==> config.mk <==
export PLATFORM = sky130hd
export DESIGN_NAME = mtl2_video_rx
export DESIGN_NICKNAME = d
export VERILOG_FILES = /design/src/rtl/mtl2_video_rx.sv
export SDC_FILE = /design/constraint.sdc
export NUM_CORES = 1
export LEC_CHECK = 0
export BUFFER_PORTS_ARGS = -buffer_cell sky130_fd_sc_hd__buf_2
export CAP_MARGIN = 0
export CORE_UTILIZATION = 32
export DETAILED_ROUTE_END_ITERATION = 16
export GPL_ROUTABILITY_DRIVEN = 1
export GPL_TIMING_DRIVEN = 1
export PLACE_DENSITY_LB_ADDON = 0.3
export SLEW_MARGIN = 25
export SYNTH_ARGS = -nofsm -noshare
export SYNTH_HDL_FRONTEND = slang
export SYNTH_SLANG_ARGS = --single-unit
==> constraint.sdc <==
create_clock -name clk -period 5.2 [get_ports clk]
set_input_delay 0.78 -clock clk [delete_from_list [all_inputs] [get_ports clk]]
set_output_delay 0.78 -clock clk [all_outputs]
set_load 0.1 [all_outputs]
==> src/rtl/mtl2_video_rx.sv <==
// Receive-side monitor for the MTL2 panel video stream: recovers pixel
// coordinates, checks line width and frame height, tracks lock, and captures
// the RGB value at a programmable probe coordinate.
module mtl2_video_rx #(
    parameter int H_ACTIVE        = 800,
    parameter int V_ACTIVE        = 480,
    parameter int SYNC_ACTIVE_LOW = 1,
    parameter int LOCK_FRAMES     = 2
) (
    input  logic        clk,
    input  logic        reset,
    input  logic        hsync,
    input  logic        vsync,
    input  logic        data_enable,
    input  logic [23:0] rgb_in,
    input  logic [11:0] probe_x,
    input  logic [11:0] probe_y,
    input  logic        err_clr,
    output logic        rx_de,
    output logic [11:0] rx_x,
    output logic [11:0] rx_y,
    output logic        frame_start,
    output logic        locked,
    output logic        err_hwidth,
    output logic        err_vlines,
    output logic [23:0] probe_rgb,
    output logic        probe_valid
);

    typedef enum logic [1:0] {
        ST_UNSYNC  = 2'd0,
        ST_SYNCING = 2'd1,
        ST_LOCKED  = 2'd2
    } state_t;

    localparam logic [11:0] CNT_MAX  = 12'hFFF;
    localparam logic [11:0] H_EXP    = 12'(H_ACTIVE);
    localparam logic [11:0] V_EXP    = 12'(V_ACTIVE);
    localparam logic [7:0]  LOCK_EXP = 8'(LOCK_FRAMES);

    state_t      state_r, state_nxt_s;
    logic [7:0]  clean_cnt_r, clean_nxt_s;
    logic        hs_prev_r, vs_prev_r, de_prev_r, live_r;
    logic [11:0] cx_r, cy_r, run_r;
    logic        line_ok_r, bad_r;

    logic        hs_s, vs_s, hs_edge_s, vs_edge_s, de_rise_s, de_fall_s;
    logic        line_end_s, width_err_s, vlines_err_s, frame_bad_s, probe_hit_s;
    logic [11:0] cx_cur_s, cy_cur_s, cy_line_s, cx_nxt_s, cy_nxt_s, run_nxt_s;
    logic        line_ok_nxt_s;

    // live_r masks the first cycle after reset so stale history cannot fake an edge
    assign hs_s      = (SYNC_ACTIVE_LOW != 0) ? ~hsync : hsync;
    assign vs_s      = (SYNC_ACTIVE_LOW != 0) ? ~vsync : vsync;
    assign hs_edge_s = hs_s & ~hs_prev_r & live_r;
    assign vs_edge_s = vs_s & ~vs_prev_r & live_r;
    assign de_rise_s = data_enable & ~de_prev_r & live_r;
    assign de_fall_s = ~data_enable & de_prev_r;

    // Coordinate, run-length and frame-quality next-state logic
    always_comb begin
        cx_cur_s      = hs_edge_s ? 12'd0 : cx_r;
        cy_cur_s      = vs_edge_s ? 12'd0 : cy_r;
        line_end_s    = de_fall_s & line_ok_r;
        width_err_s   = line_end_s & (run_r != H_EXP);
        cy_line_s     = (line_end_s && (cy_r != CNT_MAX)) ? cy_r + 12'd1 : cy_r;
        vlines_err_s  = vs_edge_s & (state_r != ST_UNSYNC) & (cy_line_s != V_EXP);
        frame_bad_s   = bad_r | width_err_s | ((state_r != ST_UNSYNC) && (cy_line_s != V_EXP));
        cx_nxt_s      = (data_enable && (cx_cur_s != CNT_MAX)) ? cx_cur_s + 12'd1 : cx_cur_s;
        cy_nxt_s      = vs_edge_s ? 12'd0 : cy_line_s;
        probe_hit_s   = data_enable & (cx_cur_s == probe_x) & (cy_cur_s == probe_y);
        run_nxt_s     = run_r;
        line_ok_nxt_s = line_ok_r;
        // A line still open at vsync is abandoned: no width check, no row count
        if (vs_edge_s) begin
            run_nxt_s     = 12'd0;
            line_ok_nxt_s = data_enable ? 1'b0 : line_ok_r;
        end else if (de_fall_s) begin
            run_nxt_s     = 12'd0;
            line_ok_nxt_s = 1'b0;
        end else begin
            run_nxt_s     = (data_enable && (run_r != CNT_MAX)) ? run_r + 12'd1 : run_r;
            line_ok_nxt_s = de_rise_s ? 1'b1 : line_ok_r;
        end
    end

    // Lock state machine: frames are judged only at vsync assertion edges
    always_comb begin
        state_nxt_s = state_r;
        clean_nxt_s = clean_cnt_r;
        if (vs_edge_s) begin
            case (state_r)
                ST_UNSYNC: begin
                    state_nxt_s = ST_SYNCING;
                    clean_nxt_s = 8'd0;
                end
                ST_SYNCING: begin
                    if (frame_bad_s) begin
                        state_nxt_s = ST_SYNCING;
                        clean_nxt_s = 8'd0;
                    end else begin
                        clean_nxt_s = clean_cnt_r + 8'd1;
                        state_nxt_s = ((clean_cnt_r + 8'd1) >= LOCK_EXP) ? ST_LOCKED : ST_SYNCING;
                    end
                end
                ST_LOCKED: begin
                    if (frame_bad_s) begin
                        state_nxt_s = ST_SYNCING;
                        clean_nxt_s = 8'd0;
                    end else begin
                        state_nxt_s = ST_LOCKED;
                        clean_nxt_s = clean_cnt_r;
                    end
                end
                default: begin
                    state_nxt_s = ST_UNSYNC;
                    clean_nxt_s = 8'd0;
                end
            endcase
        end else begin
            state_nxt_s = state_r;
            clean_nxt_s = clean_cnt_r;
        end
    end

    // Input history and pixel/line counters
    always_ff @(posedge clk) begin
        if (reset) begin
            hs_prev_r <= 1'b0;
            vs_prev_r <= 1'b0;
            de_prev_r <= 1'b0;
            live_r    <= 1'b0;
            cx_r      <= 12'd0;
            cy_r      <= 12'd0;
            run_r     <= 12'd0;
            line_ok_r <= 1'b0;
            bad_r     <= 1'b0;
        end else begin
            hs_prev_r <= hs_s;
            vs_prev_r <= vs_s;
            de_prev_r <= data_enable;
            live_r    <= 1'b1;
            cx_r      <= cx_nxt_s;
            cy_r      <= cy_nxt_s;
            run_r     <= run_nxt_s;
            line_ok_r <= line_ok_nxt_s;
            bad_r     <= vs_edge_s ? 1'b0 : (bad_r | width_err_s);
        end
    end

    // Lock state register
    always_ff @(posedge clk) begin
        if (reset) begin
            state_r     <= ST_UNSYNC;
            clean_cnt_r <= 8'd0;
        end else begin
            state_r     <= state_nxt_s;
            clean_cnt_r <= clean_nxt_s;
        end
    end

    // Registered outputs; a new error outranks a simultaneous clear
    always_ff @(posedge clk) begin
        if (reset) begin
            rx_de       <= 1'b0;
            rx_x        <= 12'd0;
            rx_y        <= 12'd0;
            frame_start <= 1'b0;
            locked      <= 1'b0;
            err_hwidth  <= 1'b0;
            err_vlines  <= 1'b0;
            probe_rgb   <= 24'd0;
            probe_valid <= 1'b0;
        end else begin
            rx_de       <= data_enable;
            rx_x        <= cx_cur_s;
            rx_y        <= cy_cur_s;
            frame_start <= vs_edge_s;
            locked      <= (state_nxt_s == ST_LOCKED);
            err_hwidth  <= width_err_s  ? 1'b1 : (err_clr ? 1'b0 : err_hwidth);
            err_vlines  <= vlines_err_s ? 1'b1 : (err_clr ? 1'b0 : err_vlines);
            probe_rgb   <= probe_hit_s ? rgb_in : probe_rgb;
            probe_valid <= probe_hit_s;
        end
    end

endmodule

==> results.sh <==
export IMPL_status="complete, but fails checks"
export IMPL_violations="DRC"
export IMPL_fin_crit_ps=3410
export IMPL_crit_path_top_delay_cell="or3b_1"
export IMPL_ys_warn_count=0
export IMPL_crit_path_end_kind="flip-flop"
export IMPL_clk_pin_slew_ps=70
export IMPL_dieArea_sq_um=15700
export IMPL_yosys_area_top_type="dfxtp_1"
export IMPL_syn_to_final_growth_pct=19.6
export IMPL_utilization_pct=39.7
export IMPL_synthFlopType="dfxtp_1"
export IMPL_place_congestion=0.822
export IMPL_yosysMostFrequentCell="dfxtp_1"
export IMPL_post_dp_hpwl_mm=8.97
export IMPL_synth_top_family_by_area="simple AND/OR/NAND/NOR gates"
export IMPL_drive_above_1_share_pct=21.2
export IMPL_holdBufCountCts=0
export IMPL_drv_slew=0
export IMPL_syn_nets=618
export IMPL_post_cts_buffers=0
export IMPL_synth_compound_area_share_pct=11.5
export IMPL_synth_mux_area_share_pct=5.55
export IMPL_n_antenna_cell=0
export IMPL_synth_top_area_share_pct=43.1
export IMPL_critPathMaxStageDelay_ps=700
export IMPL_startpoint_type="input port"
export IMPL_max_freq_mhz=293
export IMPL_p_total_mw=1.60
export IMPL_finalSetupViolCount=0
export IMPL_synth_area_per_cell_sq_um=8.73
export IMPL_synth_common_cells="105 x dfxtp_1, 93 x nor2_1, 48 x nand2_1"
export IMPL_cts_root_buf="clkbuf_16"
export IMPL_grt_max_degree=41
export IMPL_worstHoldPathType="flip-flop to flip-flop"
export IMPL_core_region_area_sq_um=14700
export IMPL_antenna_left=0
export IMPL_power_static_leakage_nw=2.55
export IMPL_routed_wirelength_mm=12.2
export IMPL_cts_sinks=105
export IMPL_viasPerCell=5.13
export IMPL_start_util_pct=33.2
export IMPL_cts_tree="yes"
export IMPL_ys_ff_latch=105
export IMPL_numCtsBuffers=9
export IMPL_drtPass1Iterations=10
export IMPL_finalHoldViolCount=0
export IMPL_p_per_area_nw_per_um2=275
export IMPL_cts_resized=0
export IMPL_tightest_slew_ps=901
export IMPL_grt_pass1_wl_mm=19.9
export IMPL_grt_setup_unrepaired="no"
export IMPL_ys_seq_area_share_pct=43.1
export IMPL_ys_types=69
export IMPL_grtUsageTotal_pct=16.0
export IMPL_fin_nets=713
export IMPL_crit_arrival_ps=3630
export IMPL_async_flop_share_pct=0
export IMPL_drt_iter0_drc=232
export IMPL_htreeDepth=3
export IMPL_io_buffers=107
export IMPL_tns_ps=0
export IMPL_drc_errors=5
export IMPL_synthCells=558
export IMPL_path_cells="buf_2, or3b_1, o32a_1, o22a_1, nor3_2, nand3_2, mux2i_1, nor2_1"
export IMPL_synthXorXnorAreaFrac_pct=5.57
export IMPL_synthAdderAreaFrac_pct=1.54
export IMPL_cts_max_path_buffers=2
export IMPL_io_pins=108
export IMPL_synth_simple_gate_area_share_pct=29.2
export IMPL_netlist_top_cells_area="dfxtp_1 43%, nor2_1 7.2%, mux2i_1 5.5%"
export IMPL_syn_cell_area_sq_um=4870
export IMPL_synth_edf_count=0
export IMPL_grt_pass1_vias=4027
export IMPL_critPathKind="input port to flip-flop"
export IMPL_wl_per_cell_microns=14.5
export IMPL_clk_latency_ps=360
export IMPL_ir_worst_vdd_v=0.000157
export IMPL_slew_headroom_pct=39.9
export IMPL_cap_violations=0
export IMPL_die_x_microns=125
export IMPL_fin_crit_sh_pct=65.6
export IMPL_grt_overflow_total=0
export IMPL_cp_required_ps=5420
export IMPL_fp_row_count=44
export IMPL_skew_ps=11.3
export IMPL_antenna_found_initial=1
export IMPL_crit_fanout=24
export IMPL_vias=4315
export IMPL_die_y_microns=125
report_power, final:
group          leakage [nW]  switching, mW  internal, mW  total [mW]
Clock                 0.138          0.302         0.385       0.687
Sequential            0.848        0.00674         0.810       0.817
Combinational          1.57         0.0660        0.0344       0.100
worst max-delay path, delay by kind of cell:
kind / cells / cell delay [ps]
buf+inv: 1 / 120
compound gates: 2 / 610
simple gates: 4 / 1700
mux: 1 / 400
logic make-up after synthesis:
family / after synthesis
buf+inv: 40
fa+ha+maj: 6
mux: 27
flops: 105
xor+xnor: 31
simple gates: 268
compound gates: 81
final cells by class:
| class | instances | area, sq um |
|---|---|---|
| Fill cell | 1446 | 8870 |
| Multi-Input combinational cell | 413 | 2600 |
| Sequential cell | 105 | 2100 |
| Timing Repair Buffer | 108 | 543 |
| Clock buffer | 11 | 243 |
| Tap cell | 184 | 230 |
| Inverter | 16 | 60.1 |
| Clock inverter | 4 | 53.8 |
metal layers:
metal	GRT usage [%]	part of all wire, %	vias up
met5	0	0.11	-
met4	4.09	1.0	2
met3	5.69	5.1	10
met2	25.2	46	108
met1	20.8	48	2021
li1	-	-	2174
per-stage QoR:
| step | setup WS (ps) | instance area (sq um) | cells | hold WS, ps |
|---|---|---|---|---|
| after floorplan | 2260 | 4870 | 558 | 456 |
| after global placement | 1530 | 5530 | 826 | 472 |
| after detailed placement | 1380 | 5530 | 826 | 482 |
| after CTS | 1770 | 5830 | 841 | 500 |
| after global routing | 1530 | 5830 | 841 | 529 |
| final | 1790 | 5830 | 841 | 493 |
state kept, by name, indices dropped and copies added, names as in the netlist, 2 cells and up:
name	count
clean_cnt_r	8
rx_x	12
state_r	2
probe_rgb	24
rx_y	12
run_r	12
cy_r	12
cx_r	12
placed cells by master (no fill, tap or decap), types with 2 or more instances in the layout:
cell type / Yosys / final
a21oi_1: 13 / 13
a31oi_1: 12 / 12
and2_1: 8 / 8
and3_1: 24 / 24
and4_1: 5 / 5
buf_2: 4 / 107
clkbuf_16: 0 / 9
clkinvlp_4: 0 / 2
dfxtp_1: 105 / 105
ha_1: 6 / 6
inv_1: 16 / 16
mux2i_1: 27 / 27
nand2_1: 48 / 48
nand3_1: 16 / 16
nand4_1: 17 / 17
nand4b_1: 2 / 2
nor2_1: 93 / 93
nor2b_1: 7 / 7
nor3_1: 6 / 6
nor3_2: 2 / 2
nor3b_1: 3 / 3
nor3b_2: 2 / 2
nor4_1: 4 / 4
nor4b_1: 3 / 3
nor4bb_1: 6 / 6
o21ai_0: 19 / 19
o21ai_1: 3 / 3
o22ai_1: 2 / 2
o32ai_1: 8 / 8
or3_1: 7 / 7
or3b_1: 3 / 3
or4_4: 3 / 3
xnor2_1: 18 / 18
xor2_1: 13 / 13
final timing paths:
path	from	to	slack, ps	cells after the start
worst max-delay path	vsync	probe_rgb[5]	1790	8
worst min-delay path	probe_rgb[15]	probe_rgb[15]	490	2
worst max register to register	live_r	probe_rgb[5]	1950	7
worst min register to register	probe_rgb[15]	probe_rgb[15]	490	2
Power figures use the tool's default switching activity.
